$ cat src/rtl/mem_stage_pkg.sv
// mem_stage_pkg: shared widths, exception codes and bus layouts for the
// execute -> memory -> write-back pipeline boundary.
//   es_to_ms_bus_t    : 129-bit bus from execute into the memory stage
//   ms_to_ws_bus_t    : 124-bit bus from the memory stage to write-back
//   ms_fwd_blk_bus_t  :  42-bit forwarding / load-use blocking bus to decode
package mem_stage_pkg;

    localparam int unsigned ES_TO_MS_BUS_WD   = 129;
    localparam int unsigned MS_TO_WS_BUS_WD   = 124;
    localparam int unsigned MS_FWD_BLK_BUS_WD = 42;

    // CP0 Cause.ExcCode values carried on the excode field
    localparam logic [4:0] EX_INT  = 5'h00;
    localparam logic [4:0] EX_ADEL = 5'h04;
    localparam logic [4:0] EX_ADES = 5'h05;
    localparam logic [4:0] EX_SYS  = 5'h08;
    localparam logic [4:0] EX_BP   = 5'h09;
    localparam logic [4:0] EX_RI   = 5'h0a;
    localparam logic [4:0] EX_OV   = 5'h0c;

    typedef struct packed {
        logic [4:0]  excode;
        logic [31:0] badvaddr;
        logic [7:0]  cp0_addr;
        logic        ex;
        logic        bd;
        logic        eret;
        logic        syscall;
        logic        mfc0;
        logic        mtc0;
        logic        lb;
        logic        lbu;
        logic        lh;
        logic        lhu;
        logic        lw;
        logic        lwl;
        logic        lwr;
        logic        res_from_mem;
        logic        gr_we;
        logic [4:0]  dest;
        logic [31:0] exe_result;
        logic [31:0] pc;
    } es_to_ms_bus_t;

    typedef struct packed {
        logic [4:0]  excode;
        logic [31:0] badvaddr;
        logic [7:0]  cp0_addr;
        logic        ex;
        logic        bd;
        logic        eret;
        logic        syscall;
        logic        mfc0;
        logic        mtc0;
        logic [3:0]  rf_we;
        logic [4:0]  dest;
        logic [31:0] final_result;
        logic [31:0] pc;
    } ms_to_ws_bus_t;

    typedef struct packed {
        logic [3:0]  fwd_valid;
        logic [4:0]  rf_dest;
        logic [31:0] rf_data;
        logic        blk_valid;
    } ms_fwd_blk_bus_t;

    // Read-data capture state: EMPTY uses live SRAM data, HELD uses the buffer
    typedef enum logic {
        RD_EMPTY = 1'b0,
        RD_HELD  = 1'b1
    } rdata_state_e;

endpackage

$ cat src/rtl/mem_stage_if.sv
// mem_stage_if: valid/allowin handshake plus payload bus between two
// pipeline stages.
//   valid   : producer offers a payload
//   allowin : consumer can accept this cycle
//   bus     : payload, WD bits
interface mem_stage_if #(
    parameter int unsigned WD = 1
);
    logic          valid;
    logic          allowin;
    logic [WD-1:0] bus;

    modport master (output valid, output bus, input allowin);
    modport slave  (input valid, input bus, output allowin);
endinterface

$ cat src/rtl/mem_stage_load_align.sv
// mem_stage_load_align: extracts and aligns load data from a 32-bit read word.
//   lb..lwr : one-hot load type
//   a       : byte address offset
//   rdata   : effective read data
//   result  : aligned / extended load result (0 when no load flag set)
//   rf_we   : per-byte register write enables for the load
module mem_stage_load_align
    import mem_stage_pkg::*;
(
    input  logic        lb,
    input  logic        lbu,
    input  logic        lh,
    input  logic        lhu,
    input  logic        lw,
    input  logic        lwl,
    input  logic        lwr,
    input  logic [1:0]  a,
    input  logic [31:0] rdata,
    output logic [31:0] result,
    output logic [3:0]  rf_we
);

    logic [7:0]  byte_sel;
    logic [15:0] half_sel;

    always_comb begin
        byte_sel = rdata[{a, 3'b000} +: 8];
        half_sel = a[1] ? rdata[31:16] : rdata[15:0];
        result   = '0;
        rf_we    = '0;
        if (lb | lbu) begin
            result = {{24{lb & byte_sel[7]}}, byte_sel};
            rf_we  = 4'b1111;
        end else if (lh | lhu) begin
            result = {{16{lh & half_sel[15]}}, half_sel};
            rf_we  = 4'b1111;
        end else if (lw) begin
            result = rdata;
            rf_we  = 4'b1111;
        end else if (lwl) begin
            // Low bytes of memory land in the high bytes of the register
            case (a)
                2'd0:    begin result = {rdata[7:0],  24'h0}; rf_we = 4'b1000; end
                2'd1:    begin result = {rdata[15:0], 16'h0}; rf_we = 4'b1100; end
                2'd2:    begin result = {rdata[23:0], 8'h0};  rf_we = 4'b1110; end
                default: begin result = rdata;                rf_we = 4'b1111; end
            endcase
        end else if (lwr) begin
            // High bytes of memory land in the low bytes of the register
            case (a)
                2'd0:    begin result = rdata;                rf_we = 4'b1111; end
                2'd1:    begin result = {8'h0,  rdata[31:8]};  rf_we = 4'b0111; end
                2'd2:    begin result = {16'h0, rdata[31:16]}; rf_we = 4'b0011; end
                default: begin result = {24'h0, rdata[31:24]}; rf_we = 4'b0001; end
            endcase
        end
    end

endmodule

$ cat src/rtl/mem_stage.sv
// mem_stage: memory pipeline stage between execute and write-back.
//   clk, reset       : clock, synchronous active-high reset
//   es_ms            : execute -> memory handshake and bus (allowin = ms_allowin)
//   ms_ws            : memory -> write-back handshake and bus (allowin = ws_allowin)
//   data_sram_rdata  : SRAM read data, valid the first cycle an op sits here
//   ms_fwd_blk_bus   : forwarding data and MFC0 blocking toward decode
//   ms_inst_mfc0_o   : valid MFC0 in this stage
//   ms_ex            : valid excepting instruction in this stage
//   ws_ex, eret_flush: write-back flush requests
module mem_stage
    import mem_stage_pkg::*;
(
    input  logic                         clk,
    input  logic                         reset,
    mem_stage_if.slave                   es_ms,
    mem_stage_if.master                  ms_ws,
    input  logic [31:0]                  data_sram_rdata,
    output logic [MS_FWD_BLK_BUS_WD-1:0] ms_fwd_blk_bus,
    output logic                         ms_inst_mfc0_o,
    output logic                         ms_ex,
    input  logic                         ws_ex,
    input  logic                         eret_flush
);

    logic            ms_valid;
    logic            ms_ready_go;
    logic            ms_allowin;
    logic            flush_c;
    es_to_ms_bus_t   ms_bus;
    rdata_state_e    state;
    rdata_state_e    state_nxt;
    logic            capture_c;
    logic [31:0]     rdata_buf;
    logic [31:0]     rdata_c;
    logic [31:0]     align_result;
    logic [3:0]      align_we;
    logic [31:0]     final_result_c;
    logic [3:0]      rf_we_c;
    ms_to_ws_bus_t   ws_bus_c;
    ms_fwd_blk_bus_t fwd_c;

    assign ms_ready_go   = 1'b1;
    assign ms_allowin    = !ms_valid || (ms_ready_go && ms_ws.allowin);
    assign es_ms.allowin = ms_allowin;
    assign flush_c       = ws_ex | eret_flush;

    // Stage valid bit
    always_ff @(posedge clk) begin
        if (reset) begin
            ms_valid <= 1'b0;
        end else if (ms_allowin) begin
            ms_valid <= es_ms.valid;
        end
    end

    // Payload register
    always_ff @(posedge clk) begin
        if (es_ms.valid && ms_allowin) begin
            ms_bus <= es_to_ms_bus_t'(es_ms.bus);
        end
    end

    // Read-data capture state register
    always_ff @(posedge clk) begin
        if (reset) begin
            state <= RD_EMPTY;
        end else begin
            state <= state_nxt;
        end
    end

    // SRAM data only lasts one cycle; keep a copy while write-back stalls us
    always_ff @(posedge clk) begin
        if (capture_c) begin
            rdata_buf <= data_sram_rdata;
        end
    end

    // Read-data capture next state and effective read data
    always_comb begin
        state_nxt = state;
        capture_c = 1'b0;
        rdata_c   = data_sram_rdata;
        case (state)
            RD_EMPTY: begin
                if (ms_valid && !ms_ws.allowin) begin
                    capture_c = 1'b1;
                    state_nxt = RD_HELD;
                end
            end
            RD_HELD: begin
                rdata_c = rdata_buf;
                if (ms_ws.allowin || flush_c) begin
                    state_nxt = RD_EMPTY;
                end
            end
            default: state_nxt = RD_EMPTY;
        endcase
    end

    mem_stage_load_align u_load_align (
        .lb     (ms_bus.lb),
        .lbu    (ms_bus.lbu),
        .lh     (ms_bus.lh),
        .lhu    (ms_bus.lhu),
        .lw     (ms_bus.lw),
        .lwl    (ms_bus.lwl),
        .lwr    (ms_bus.lwr),
        .a      (ms_bus.exe_result[1:0]),
        .rdata  (rdata_c),
        .result (align_result),
        .rf_we  (align_we)
    );

    // Result select and write-enable gating; MFC0 data only exists in write-back
    always_comb begin
        final_result_c = ms_bus.res_from_mem ? align_result : ms_bus.exe_result;
        rf_we_c        = ms_bus.res_from_mem ? align_we : {4{ms_bus.gr_we}};
        if (ms_bus.ex || ms_bus.mfc0) begin
            rf_we_c = 4'b0000;
        end
    end

    // Write-back bus and forwarding bus assembly
    always_comb begin
        ws_bus_c              = '0;
        ws_bus_c.excode       = ms_bus.excode;
        ws_bus_c.badvaddr     = ms_bus.badvaddr;
        ws_bus_c.cp0_addr     = ms_bus.cp0_addr;
        ws_bus_c.ex           = ms_bus.ex;
        ws_bus_c.bd           = ms_bus.bd;
        ws_bus_c.eret         = ms_bus.eret;
        ws_bus_c.syscall      = ms_bus.syscall;
        ws_bus_c.mfc0         = ms_bus.mfc0;
        ws_bus_c.mtc0         = ms_bus.mtc0;
        ws_bus_c.rf_we        = rf_we_c;
        ws_bus_c.dest         = ms_bus.dest;
        ws_bus_c.final_result = final_result_c;
        ws_bus_c.pc           = ms_bus.pc;

        fwd_c           = '0;
        fwd_c.fwd_valid = rf_we_c & {4{ms_valid && !ms_bus.mfc0 && !flush_c}};
        fwd_c.rf_dest   = ms_bus.dest;
        fwd_c.rf_data   = final_result_c;
        fwd_c.blk_valid = ms_valid && ms_bus.mfc0 && !flush_c;
    end

    assign ms_ws.valid    = ms_valid && ms_ready_go && !flush_c;
    assign ms_ws.bus      = ws_bus_c;
    assign ms_fwd_blk_bus = fwd_c;
    assign ms_inst_mfc0_o = ms_valid && ms_bus.mfc0;
    assign ms_ex          = ms_valid && ms_bus.ex;

endmodule

$ cat src/flat_wrapper.sv
// flat-port wrapper written by rule: the top's interface ports become plain ports
module mem_stage_flat import mem_stage_pkg::*;
  (clk, reset, data_sram_rdata, ms_fwd_blk_bus, ms_inst_mfc0_o, ms_ex, ws_ex, eret_flush, es_ms_valid, es_ms_bus, es_ms_allowin, ms_ws_valid, ms_ws_bus, ms_ws_allowin);
  mem_stage_if #(.WD(ES_TO_MS_BUS_WD)) es_ms_i ();
  mem_stage_if #(.WD(MS_TO_WS_BUS_WD)) ms_ws_i ();
  input  logic clk;
  input  logic reset;
  input  logic [31:0] data_sram_rdata;
  output logic [MS_FWD_BLK_BUS_WD-1:0] ms_fwd_blk_bus;
  output logic ms_inst_mfc0_o;
  output logic ms_ex;
  input  logic ws_ex;
  input  logic eret_flush;
  input wire logic [$bits(es_ms_i.valid)-1:0] es_ms_valid;
  input wire logic [$bits(es_ms_i.bus)-1:0] es_ms_bus;
  output wire logic [$bits(es_ms_i.allowin)-1:0] es_ms_allowin;
  output wire logic [$bits(ms_ws_i.valid)-1:0] ms_ws_valid;
  output wire logic [$bits(ms_ws_i.bus)-1:0] ms_ws_bus;
  input wire logic [$bits(ms_ws_i.allowin)-1:0] ms_ws_allowin;
  assign es_ms_i.valid = es_ms_valid;
  assign es_ms_i.bus = es_ms_bus;
  assign es_ms_allowin = es_ms_i.allowin;
  assign ms_ws_valid = ms_ws_i.valid;
  assign ms_ws_bus = ms_ws_i.bus;
  assign ms_ws_i.allowin = ms_ws_allowin;
  mem_stage u_core (.clk(clk), .reset(reset), .es_ms(es_ms_i), .ms_ws(ms_ws_i), .data_sram_rdata(data_sram_rdata), .ms_fwd_blk_bus(ms_fwd_blk_bus), .ms_inst_mfc0_o(ms_inst_mfc0_o), .ms_ex(ms_ex), .ws_ex(ws_ex), .eret_flush(eret_flush));
endmodule
$ cat config.mk
export PLATFORM = sky130hd
export DESIGN_NAME = mem_stage_flat
export DESIGN_NICKNAME = d
export VERILOG_FILES = /design/src/rtl/mem_stage_pkg.sv /design/src/rtl/mem_stage_if.sv /design/src/rtl/mem_stage_load_align.sv /design/src/rtl/mem_stage.sv /design/src/flat_wrapper.sv
export SDC_FILE = /design/constraint.sdc
export NUM_CORES = 1
export LEC_CHECK = 0
export ABC_CLOCK_PERIOD_IN_PS = 5000
export BUFFER_PORTS_ARGS = -buffer_cell sky130_fd_sc_hd__buf_2
export CAP_MARGIN = 20
export CORE_MARGIN = 8
export CORE_UTILIZATION = 49
export DETAILED_ROUTE_END_ITERATION = 6
export PLACE_DENSITY = 0.92
export SYNTH_ARGS = -nofsm -noshare
export SYNTH_HDL_FRONTEND = slang
export SYNTH_HIERARCHICAL = 1
export SYNTH_SLANG_ARGS = --single-unit
$ cat constraint.sdc
create_clock -name clk -period 5 [get_ports clk]
set_input_delay 1 -clock clk [delete_from_list [all_inputs] [get_ports clk]]
set_output_delay 1 -clock clk [all_outputs]
set_load 0.005 [all_outputs]
### Yosys cells after proc, flatten, opt, wreduce, memory -nomap -nowiden

Index checks and enable logic that the tools add are counted.

| cells by class | value |
|---|---|
| bitwise gates (word level) | 7 |
| reduce and logical (&&, ||, !) cells | 16 |
| $mul | 0 |
| divide/modulo/power cells | 0 |
| magnitude comparators | 0 |
| add/subtract/negate cells | 0 |
| equality and inequality tests | 2 |
| muxes and demuxes | 23 |
| shift operators | 1 |

Operators with widths:

| kind | number |
|---|---|
| two-way mux 32 bit | 7 |
| one-hot mux 32 bit (3 select lines) | 2 |
| variable part select 32 x 6 -> 8 bit | 1 |
| two-way mux 4 bit | 7 |
| two-way mux 16 bit | 1 |
| one-hot mux 4 bit (3 select lines) | 1 |
| one-hot mux 3 bit (3 select lines) | 1 |
| logical AND 1 bit | 8 |
| AND 4 bit | 1 |
| zero test 1 bit | 4 |
| logical OR 1 bit | 3 |
| two-way mux 1 bit | 3 |
| bitwise OR 1 bit | 3 |
| AND 1 bit | 2 |
| equality test 2 x 1 -> 1 bit, second input constant | 1 |
| equality test 2 bit, second input constant | 1 |
| zero test 2 bit | 1 |
| one-hot mux 1 bit (2 select lines) | 1 |
| inverter 1 bit | 1 |

| word-level totals | value |
|---|---|
| memories | 0 |
| ROM bits | 0 |
| logic and storage cells | 73 |
| register bits after elaboration | 163 |
| RAM bits | 0 |
| output and inout bits | 170 |
| latch bits | 0 |

### Logic depth before layout (Yosys ltp)

Gate-level depths: netlist of run 1.

| depth | value |
|---|---|
| word-level depth | 10 |
| mapped depth | 10 |
| depth with buffers taken out | 6 |

### Modules after synthesis

The synthesis of run 1 kept the hierarchy.

Modules (own cells, without submodules):

| module | area each (µm²) | instances | cells each |
|---|---|---|---|
| mem_stage | 6781.5 | 1 | 389 |
| mem_stage_load_align | 1436.4 | 1 | 179 |

### Worst setup path after synthesis of run 1

OpenSTA, ideal clock, no wires.

| timing path | value |
|---|---|
| path kind | input -> register |
| from | input ms_ws_allowin |
| to | register u_core/ms_bus[32] (netlist bit), enable pin |
| data arrival time | 4.141 ns |
| buffers on the path | 0 |
| setup time | 0.504 ns |
| slack | 0.355 ns |
| stages on the path | 2 |
| cell sequence | or2b_1 -> and2_1 |

| on the way | value |
|---|---|
| word-level cells in the longest chain between the ends | 2 |

Ends and longest elaborated chain:

| item | RTL line | source |
|---|---|---|
| from (decl) | flat_wrapper.sv:19 | `input wire logic [$bits(ms_ws_i.allowin)-1:0] ms_ws_allowin;` |
| logical OR 1 bit | mem_stage.sv:43 | `assign ms_allowin = !ms_valid \|\| (ms_ready_go && ms_ws.allowin);` |
| logical AND 1 bit | mem_stage.sv:58 | `if (es_ms.valid && ms_allowin) begin` |
| to (signal assigned) | mem_stage.sv:59 | `ms_bus <= es_to_ms_bus_t'(es_ms.bus);` |
| to (decl) | mem_stage.sv:29 | `es_to_ms_bus_t ms_bus;` |

Every way passes these cells.
A chain may end at the register's enable or synchronous reset.

### Worst setup path after layout of run 1

| timing path | value |
|---|---|
| from | register u_core.state |
| to | output ms_ws_bus[35] |

| on the way | value |
|---|---|
| word-level cells in the longest chain between the ends | 8 |
| elaborated cells between the ends (all ways) | 11 |
| classes of those cells | shift: 1; mux: 10 |

Ends and longest elaborated chain:

| item | RTL line | source |
|---|---|---|
| from (decl) | mem_stage.sv:30 | `rdata_state_e state;` |
| from (signal assigned) | mem_stage.sv:68 | `state <= state_nxt;` |
| two-way mux 32 bit (*) | mem_stage.sv:84 | `case (state)` |
| net u_core.rdata_c[27] | mem_stage.sv:34 | `logic [31:0] rdata_c;` |
| one-hot mux 32 bit (3 select lines) | mem_stage_load_align.sv:50 | `case (a)` |
| two-way mux 32 bit | mem_stage_load_align.sv:48 | `end else if (lwr) begin` |
| two-way mux 32 bit | mem_stage_load_align.sv:40 | `end else if (lwl) begin` |
| two-way mux 32 bit | mem_stage_load_align.sv:37 | `end else if (lw) begin` |
| two-way mux 32 bit | mem_stage_load_align.sv:34 | `end else if (lh \| lhu) begin` |
| two-way mux 32 bit (*) | mem_stage_load_align.sv:31 | `if (lb \| lbu) begin` |
| net u_core.align_result[3] | mem_stage.sv:35 | `logic [31:0] align_result;` |
| two-way mux 32 bit (*) | mem_stage.sv:117 | `final_result_c = ms_bus.res_from_mem ? align_result : ms_bus.exe_result;` |
| to (decl) | flat_wrapper.sv:18 | `output wire logic [$bits(ms_ws_i.bus)-1:0] ms_ws_bus;` |

Mark *: on every way through the listed nets, which the timed path passes. The rest lies on a longest branch.

==> impl_metrics.json, run 1 <==
{
  "global_placer_s_final_weighted_congestion": 0.9158,
  "placement_rows": 47,
  "antenna_found_initial": 4,
  "timing.slew.headroom_pct": 37.15,
  "drt-pass1-iter-count": 5,
  "setup.worst_path.end_class": "primary output",
  "async_reset_ff_share_pct": 0,
  "start_kind": "register",
  "vias_per_cell": 5.419,
  "netlist_instances": 568,
  "crit_buf_inv": 2,
  "clock-sinks": 163,
  "synthesis.nets": 735,
  "cts-root-to-sink-buffers": 2,
  "io-pin-count": 337,
  "timing.hold.worst_path_depth": 2,
  "timing.critical_path.required_ns": 4.00,
  "grt-ovfl-total": 0,
  "yosys_warnings": 6,
  "route.vias.total": 5468,
  "fp.coreArea_um2": 16470,
  "fin_worst_hold_slack_ns": 0.5995,
  "area_growth_pct": 18.70,
  "die-height_um": 145.5,
  "unrepaired_setup_endpoints_after_global_routing": "false",
  "grt_pass1_vias": 5711,
  "layout.core_utilization_pct": 59.24,
  "max_cap_viol_count": 0,
  "outcome": "finished, final reports clean",
  "worstPathCellList": "buf_4 > mux2_2 > mux4_2 > nor2b_1 > a221o_1 > mux2_2 > buf_2",
  "post_cts.repair.setup_buffers": 0,
  "cpLargestDelayFamily": "multiplexers",
  "cell_int_power_w": 0.002499,
  "die_x_um": 145.5,
  "setup.worst_path.class": "register to primary output",
  "cp_num_cells": 7,
  "synth_top_flop_cell": "sky130_fd_sc_hd__edfxtp_1",
  "finalNetCount": 943,
  "place_hpwl_um": 18250,
  "fmaxAchievable_mhz": 222.0,
  "finalWirelength_um": 23420,
  "seq_area_frac_synth_pct": 59.32,
  "antenna-diode-count": 0,
  "clk-insertion-delay-late_ns": 0.42,
  "die_area_um2": 21170,
  "setup_tns_ns": 0,
  "setup_viol_count_final": 0,
  "hp-class": "register to register",
  "tritoncts": "done",
  "peakVddDrop_mv": 0.3124,
  "dr.first_iter.drc_count": 571,
  "finalMaxSlewViolations": 0,
  "slowest_stage": "sky130_fd_sc_hd__dfxtp_1",
  "grt_start_max_net_pins": 66,
  "report.final.hold_viol_count": 0,
  "synth.ff_latch_count": 163,
  "number_of_enable_flip_flop_cells_after_synthesis": 161,
  "crit_path_max_incr_delay_ns": 0.76,
  "comb_power_share_pct": 14.4,
  "power_switching_w": 0.0009136,
  "cts.root.buffer_cell": "sky130_fd_sc_hd__clkbuf_16",
  "worst_endpoint_data_arrival_time_ns": 3.50,
  "detail_route.drc_violations": 0,
  "leakage_nw": 4.055,
  "measured_slew_at_the_worst_slew_check_pin_ns": 0.9427,
  "yosys.cell_types.count": 52,
  "tritoncts.num_buffers": 17,
  "cts_hold_repair.buffers": 0,
  "htreeDepth": 4,
  "starting_density_of_the_core_pct": 49.91,
  "grtUsageTotal_pct": 21.62,
  "syn_area_um2": 8218,
  "crit_path_max_fanout": 20,
  "min_period_over_period_pct": 90.08,
  "clockPowerShare_pct": 38.1,
  "ant_nets": 0,
  "placement.io_buffers": 336,
  "clk_pin_slew_ns": 0.07,
  "power_per_cell_area_nw_per_um2": 349.9,
  "worst-r2r-cell-count": 3,
  "detail_route.wl_per_cell_um": 23.21,
  "power.switching_fraction_pct": 26.77,
  "path_common_cell": "sky130_fd_sc_hd__mux2_2",
  "syn_area_per_cell_um2": 14.47,
  "drive_gt1_share_pct": 60.46,
  "fin_crit_ns": 4.504,
  "power.sequential.fraction_pct": 47.5,
  "grt_first_pass_wirelength_um": 34780,
  "cts.repair.resized": 0,
  "fin_worst_skew_ns": 0.007393
}
area by class of cell:
| class | count | area, um2 |
|---|---|---|
| flip-flops and latches | 163 | 4875 |
| repair buffers | 346 | 1769 |
| fillers | 1312 | 6711 |
| clock buffers | 17 | 425.4 |
| clock inverters | 15 | 187.7 |
| multi-input cells | 244 | 2207 |
| well taps | 220 | 275.3 |
| inverters | 4 | 15.01 |
per-layer routing:
layer  vias up  global-route usage [%]  share of wire [%]
met4         8                   7.028                2.8
met3        42                   9.453                 11
li1       2457                       -                  -
met2       336                   39.02                 52
met1      2625                   21.99                 34
met5         -                       0               0.21
final timing paths:
| path | from | endpoint | slack [ns] |
|---|---|---|---|
| worst max-delay path | u_core/state$_SDFF_PP0_ | ms_ws_bus[35] | 0.50 |
| worst min register to register | u_core/ms_valid$_SDFFE_PP0P_ | u_core/state$_SDFF_PP0_ | 0.60 |
| worst min-delay path | u_core/ms_valid$_SDFFE_PP0P_ | u_core/state$_SDFF_PP0_ | 0.60 |
| worst max register to register | u_core/ms_valid$_SDFFE_PP0P_ | u_core/ms_ws.bus[89]$_DFFE_PP_ | 2.87 |
cells by family (layout without fill, tap and decap cells):
| logic type | Yosys count | count (layout) | synth area share [%] |
|---|---|---|---|
| muxes | 82 | 82 | 12.12 |
| DFF | 163 | 163 | 59.32 |
| buffers and inverters | 161 | 382 | 13.89 |
| AOI/OAI and AO/OA | 97 | 97 | 10.23 |
| and+or+nand+nor | 65 | 65 | 4.446 |
sequential cells by signal (all words and copies together), names as in the netlist:
register               count
u_core/ms_bus             41
u_core/state               1
u_core/ms_valid            1
u_core/rdata_buf          32
u_core/ms_ws.bus          83
u_core/ms_fwd_blk_bus      5
worst register-to-register path, stage by stage, from the launching register on:
cell,delay (ns)
sky130_fd_sc_hd__dfxtp_1,0.33
sky130_fd_sc_hd__or2b_1,0.23
sky130_fd_sc_hd__and2_4,0.76
sky130_fd_sc_hd__buf_12,0.44
power groups by stage:
stage                     clock (W)  sequential [W]  combinational [W]
after global placement            0         0.00165           0.000485
after floorplan                   0         0.00164           0.000341
after CTS                   0.00133         0.00162           0.000495
final                       0.00130         0.00162           0.000491
after detailed placement          0         0.00165           0.000492
after global routing        0.00138         0.00163           0.000526
cells in the mapped netlist (all sizes together) (2+ instances only):
cell type | number | area (um2)
inv | 4 | 15.01
a22o | 8 | 70.07
o2bb2ai | 6 | 52.55
nand3 | 2 | 15.01
a31o | 9 | 78.83
edfxtp | 161 | 4835
a21o | 7 | 52.55
or2 | 3 | 18.77
nand3b | 2 | 15.01
nor2b | 9 | 56.30
clkbuf | 5 | 18.77
or3b | 3 | 28.78
o21ai | 10 | 50.04
or2b | 2 | 15.01
a21oi | 7 | 35.03
buf | 152 | 1107
nand2b | 2 | 12.51
a22oi | 15 | 112.6
mux2i | 8 | 80.08
mux4 | 7 | 161.4
nor2 | 10 | 37.54
and2 | 7 | 48.79
dfxtp | 2 | 40.04
a211oi | 5 | 62.56
a221o | 22 | 220.2
nand2 | 20 | 75.07
mux2 | 67 | 754.5
cells in the final DEF (no fill, tap or decap), types with 6 or more instances in the layout:
cell | Yosys | routed
sky130_fd_sc_hd__nor2b_1 | 9 | 9
sky130_fd_sc_hd__mux4_2 | 6 | 6
sky130_fd_sc_hd__clkinv_8 | 0 | 7
sky130_fd_sc_hd__a21oi_1 | 7 | 7
sky130_fd_sc_hd__a21o_1 | 7 | 7
sky130_fd_sc_hd__buf_2 | 15 | 336
sky130_fd_sc_hd__a22oi_1 | 15 | 15
sky130_fd_sc_hd__nand2_1 | 20 | 20
sky130_fd_sc_hd__clkbuf_16 | 0 | 17
sky130_fd_sc_hd__a31o_2 | 7 | 7
sky130_fd_sc_hd__a22o_1 | 8 | 8
sky130_fd_sc_hd__o21ai_1 | 9 | 9
sky130_fd_sc_hd__o2bb2ai_1 | 6 | 6
sky130_fd_sc_hd__nor2_1 | 10 | 9
sky130_fd_sc_hd__buf_4 | 130 | 9
sky130_fd_sc_hd__mux2i_1 | 8 | 8
sky130_fd_sc_hd__edfxtp_1 | 161 | 161
sky130_fd_sc_hd__a221o_1 | 22 | 22
sky130_fd_sc_hd__mux2_2 | 67 | 67
stage by stage:
stage,total power (W),worst slack [ns],cells,instance area (um2)
6_report,0.003413,0.4960,1009,9754
5_1_grt,0.003533,0.3373,1009,9754
4_1_cts,0.003446,0.4687,1009,9754
3_5_place_dp,0.002144,0.7971,977,9141
3_3_place_gp,0.002133,0.8434,977,9141
2_1_floorplan,0.001985,0.3549,568,8218
No activity file was read; power rests on OpenSTA's default activity.
==> run 2, diff against run 1 <==
Settings changed: ABC_CLOCK_PERIOD_IN_PS 5000 to 5400, BUFFER_PORTS_ARGS -buffer_cell sky130_fd_sc_hd__buf_2 to unset, CORE_UTILIZATION 49 to 52, DONT_BUFFER_PORTS set to 1, MAX_ROUTING_LAYER set to met4, PLACE_DENSITY 0.92 to 0.78.
Clock period 5 ns to 5.4 ns, I/O delays scaled along.
==> run 2 against run 1 <==
Effect of this change:
- register-to-register slack improved by 0.22 ns
- sequential share of layout area grew 11 points
- highest routed layer is now met4
- die area fell by 5.1%
- design area fell by 18%
- setup slack improved by 0.52 ns
- cell count shrank 33%
- utilization is 7.9 points lower
- flip-flop and latch count unchanged
- first-iteration DRC count decreased by 39%
- routed wire length shrank 9.1%
- clock skew grew 0.0085 ns
- critical endpoint is now ms_fwd_blk_bus[3]
==> impl_metrics.json, run 2 (synthesized netlist as in run 1, its figures left out) <==
{
  "outcome": "finished, final reports clean",
  "ant_nets": 0,
  "detail_route.wl_per_cell_um": 31.55,
  "antenna_found_initial": 7,
  "report.final.hold_viol_count": 0,
  "place_area_um2": 7435,
  "route.vias.total": 4133,
  "crit_path_max_fanout": 22,
  "leakage_nw": 2.678,
  "dr.first_iter.drc_count": 348,
  "peakVddDrop_mv": 0.2453,
  "post_cts.repair.setup_buffers": 0,
  "setup_tns_ns": 0,
  "fmaxAchievable_mhz": 228.1,
  "detail_route.drc_violations": 0,
  "clk_pin_slew_ns": 0.06,
  "die_area_um2": 20080,
  "rrSetupSlack_ns": 3.09,
  "grt-ovfl-total": 0,
  "layout.cells.most_common": "sky130_fd_sc_hd__edfxtp_1",
  "grt_start_max_net_pins": 67,
  "measured_slew_at_the_worst_slew_check_pin_ns": 1.102,
  "vias_per_cell": 6.123,
  "tritoncts": "done",
  "area_growth_pct": -2.223,
  "unrepaired_setup_endpoints_after_global_routing": "false",
  "finalMaxSlewViolations": 0,
  "cts.repair.resized": 0,
  "io-pin-count": 337,
  "layout.cell_area.non_filler_um2": 8035,
  "fin_crit_ns": 4.385,
  "die_x_um": 141.7,
  "placement_rows": 46,
  "grtUsageTotal_pct": 21.38,
  "max_ffs_per_register": 83,
  "drt-pass1-iter-count": 5,
  "setup.worst_path.class": "register to primary output",
  "tritoncts.num_buffers": 17,
  "most-common-layout-cells": "sky130_fd_sc_hd__edfxtp_1, sky130_fd_sc_hd__mux2_2, sky130_fd_sc_hd__a221o_1, sky130_fd_sc_hd__nand2_1, sky130_fd_sc_hd__clkbuf_16",
  "die-height_um": 141.7,
  "max_cap_viol_count": 0,
  "finalWirelength_um": 21290,
  "clk-insertion-delay-late_ns": 0.43,
  "htreeDepth": 4,
  "fin_worst_hold_slack_ns": 0.6083,
  "hp-class": "register to register",
  "timing.critical_path.required_ns": 4.32,
  "fin_worst_skew_ns": 0.01587,
  "fp.coreArea_um2": 15660,
  "starting_density_of_the_core_pct": 52.49,
  "placement.io_buffers": 0,
  "cts_hold_repair.buffers": 0,
  "timing.slew.headroom_pct": 26.39,
  "min_period_over_period_pct": 81.20,
  "drive_gt1_share_pct": 30.75,
  "finalNetCount": 606,
  "cts-root-to-sink-buffers": 2,
  "clock-sinks": 163,
  "setup_viol_count_final": 0,
  "grt_pass1_vias": 4247,
  "start_kind": "register",
  "grt_first_pass_wirelength_um": 29630,
  "cell_total_after_placement": 636,
  "cts.root.buffer_cell": "sky130_fd_sc_hd__clkbuf_16",
  "setup.worst_path.end_class": "primary output",
  "worst_endpoint_data_arrival_time_ns": 3.30,
  "power_per_cell_area_nw_per_um2": 370.5,
  "place_hpwl_um": 16750,
  "final_cell_count_no_fill": 675,
  "global_placer_s_final_weighted_congestion": 0.9063
}
==> run 2: where the power goes <==
part	internal (W)	switching [W]	total, W
Sequential	0.00147	0.0000479	0.00152
Combinational	0.000109	0.000177	0.000287
Clock	0.000620	0.000548	0.00117
==> run 2: layer usage <==
layer  GRT usage [%]  up-vias  share of wire [%]
li1                -     1786                  -
met2           35.18      249                 52
met4           8.253        0                2.3
met1           21.00     2075                 33
met3           11.42       23                 12
met5               -        -                  0
==> run 2: per-stage QoR <==
step | total power, W | utilization (%) | setup WS (ns)
after floorplan | 0.001838 | - | 0.6749
after global routing | 0.003075 | 51.33 | 0.8621
final | 0.002977 | 51.33 | 1.015
after CTS | 0.003011 | 51.21 | 0.9615
after detailed placement | 0.001840 | 47.49 | 1.271
after global placement | 0.001833 | 47.49 | 1.275
==> run 2: worst max-delay path: stages, from the launching register on <==
cell and delay, ns:
sky130_fd_sc_hd__dfxtp_1 0.68, sky130_fd_sc_hd__buf_4 0.39, sky130_fd_sc_hd__mux2_2 0.47, sky130_fd_sc_hd__mux4_2 0.55, sky130_fd_sc_hd__nor2b_1 0.16, sky130_fd_sc_hd__a221o_1 0.31, sky130_fd_sc_hd__mux2_2 0.31
==> run 2: final timing paths <==
check	start	to	cells after the start
min reg2reg	u_core/ms_valid$_SDFFE_PP0P_	u_core/state$_SDFF_PP0_	2
max	u_core/state$_SDFF_PP0_	ms_fwd_blk_bus[3]	6
min	u_core/ms_valid$_SDFFE_PP0P_	u_core/state$_SDFF_PP0_	2
max reg2reg	u_core/ms_valid$_SDFFE_PP0P_	u_core/ms_bus[43]$_DFFE_PP_	3
==> run 2: layout make-up <==
| class | instances | area, um2 |
|---|---|---|
| fill | 1297 | 7620 |
| sequential | 163 | 4875 |
| multi-input combinational | 244 | 2207 |
| clock buffer | 18 | 429.2 |
| tap | 216 | 270.3 |
| clock inverter | 14 | 153.9 |
| timing repair buffer | 9 | 67.56 |
| antenna | 7 | 17.52 |
| inverter | 4 | 15.01 |
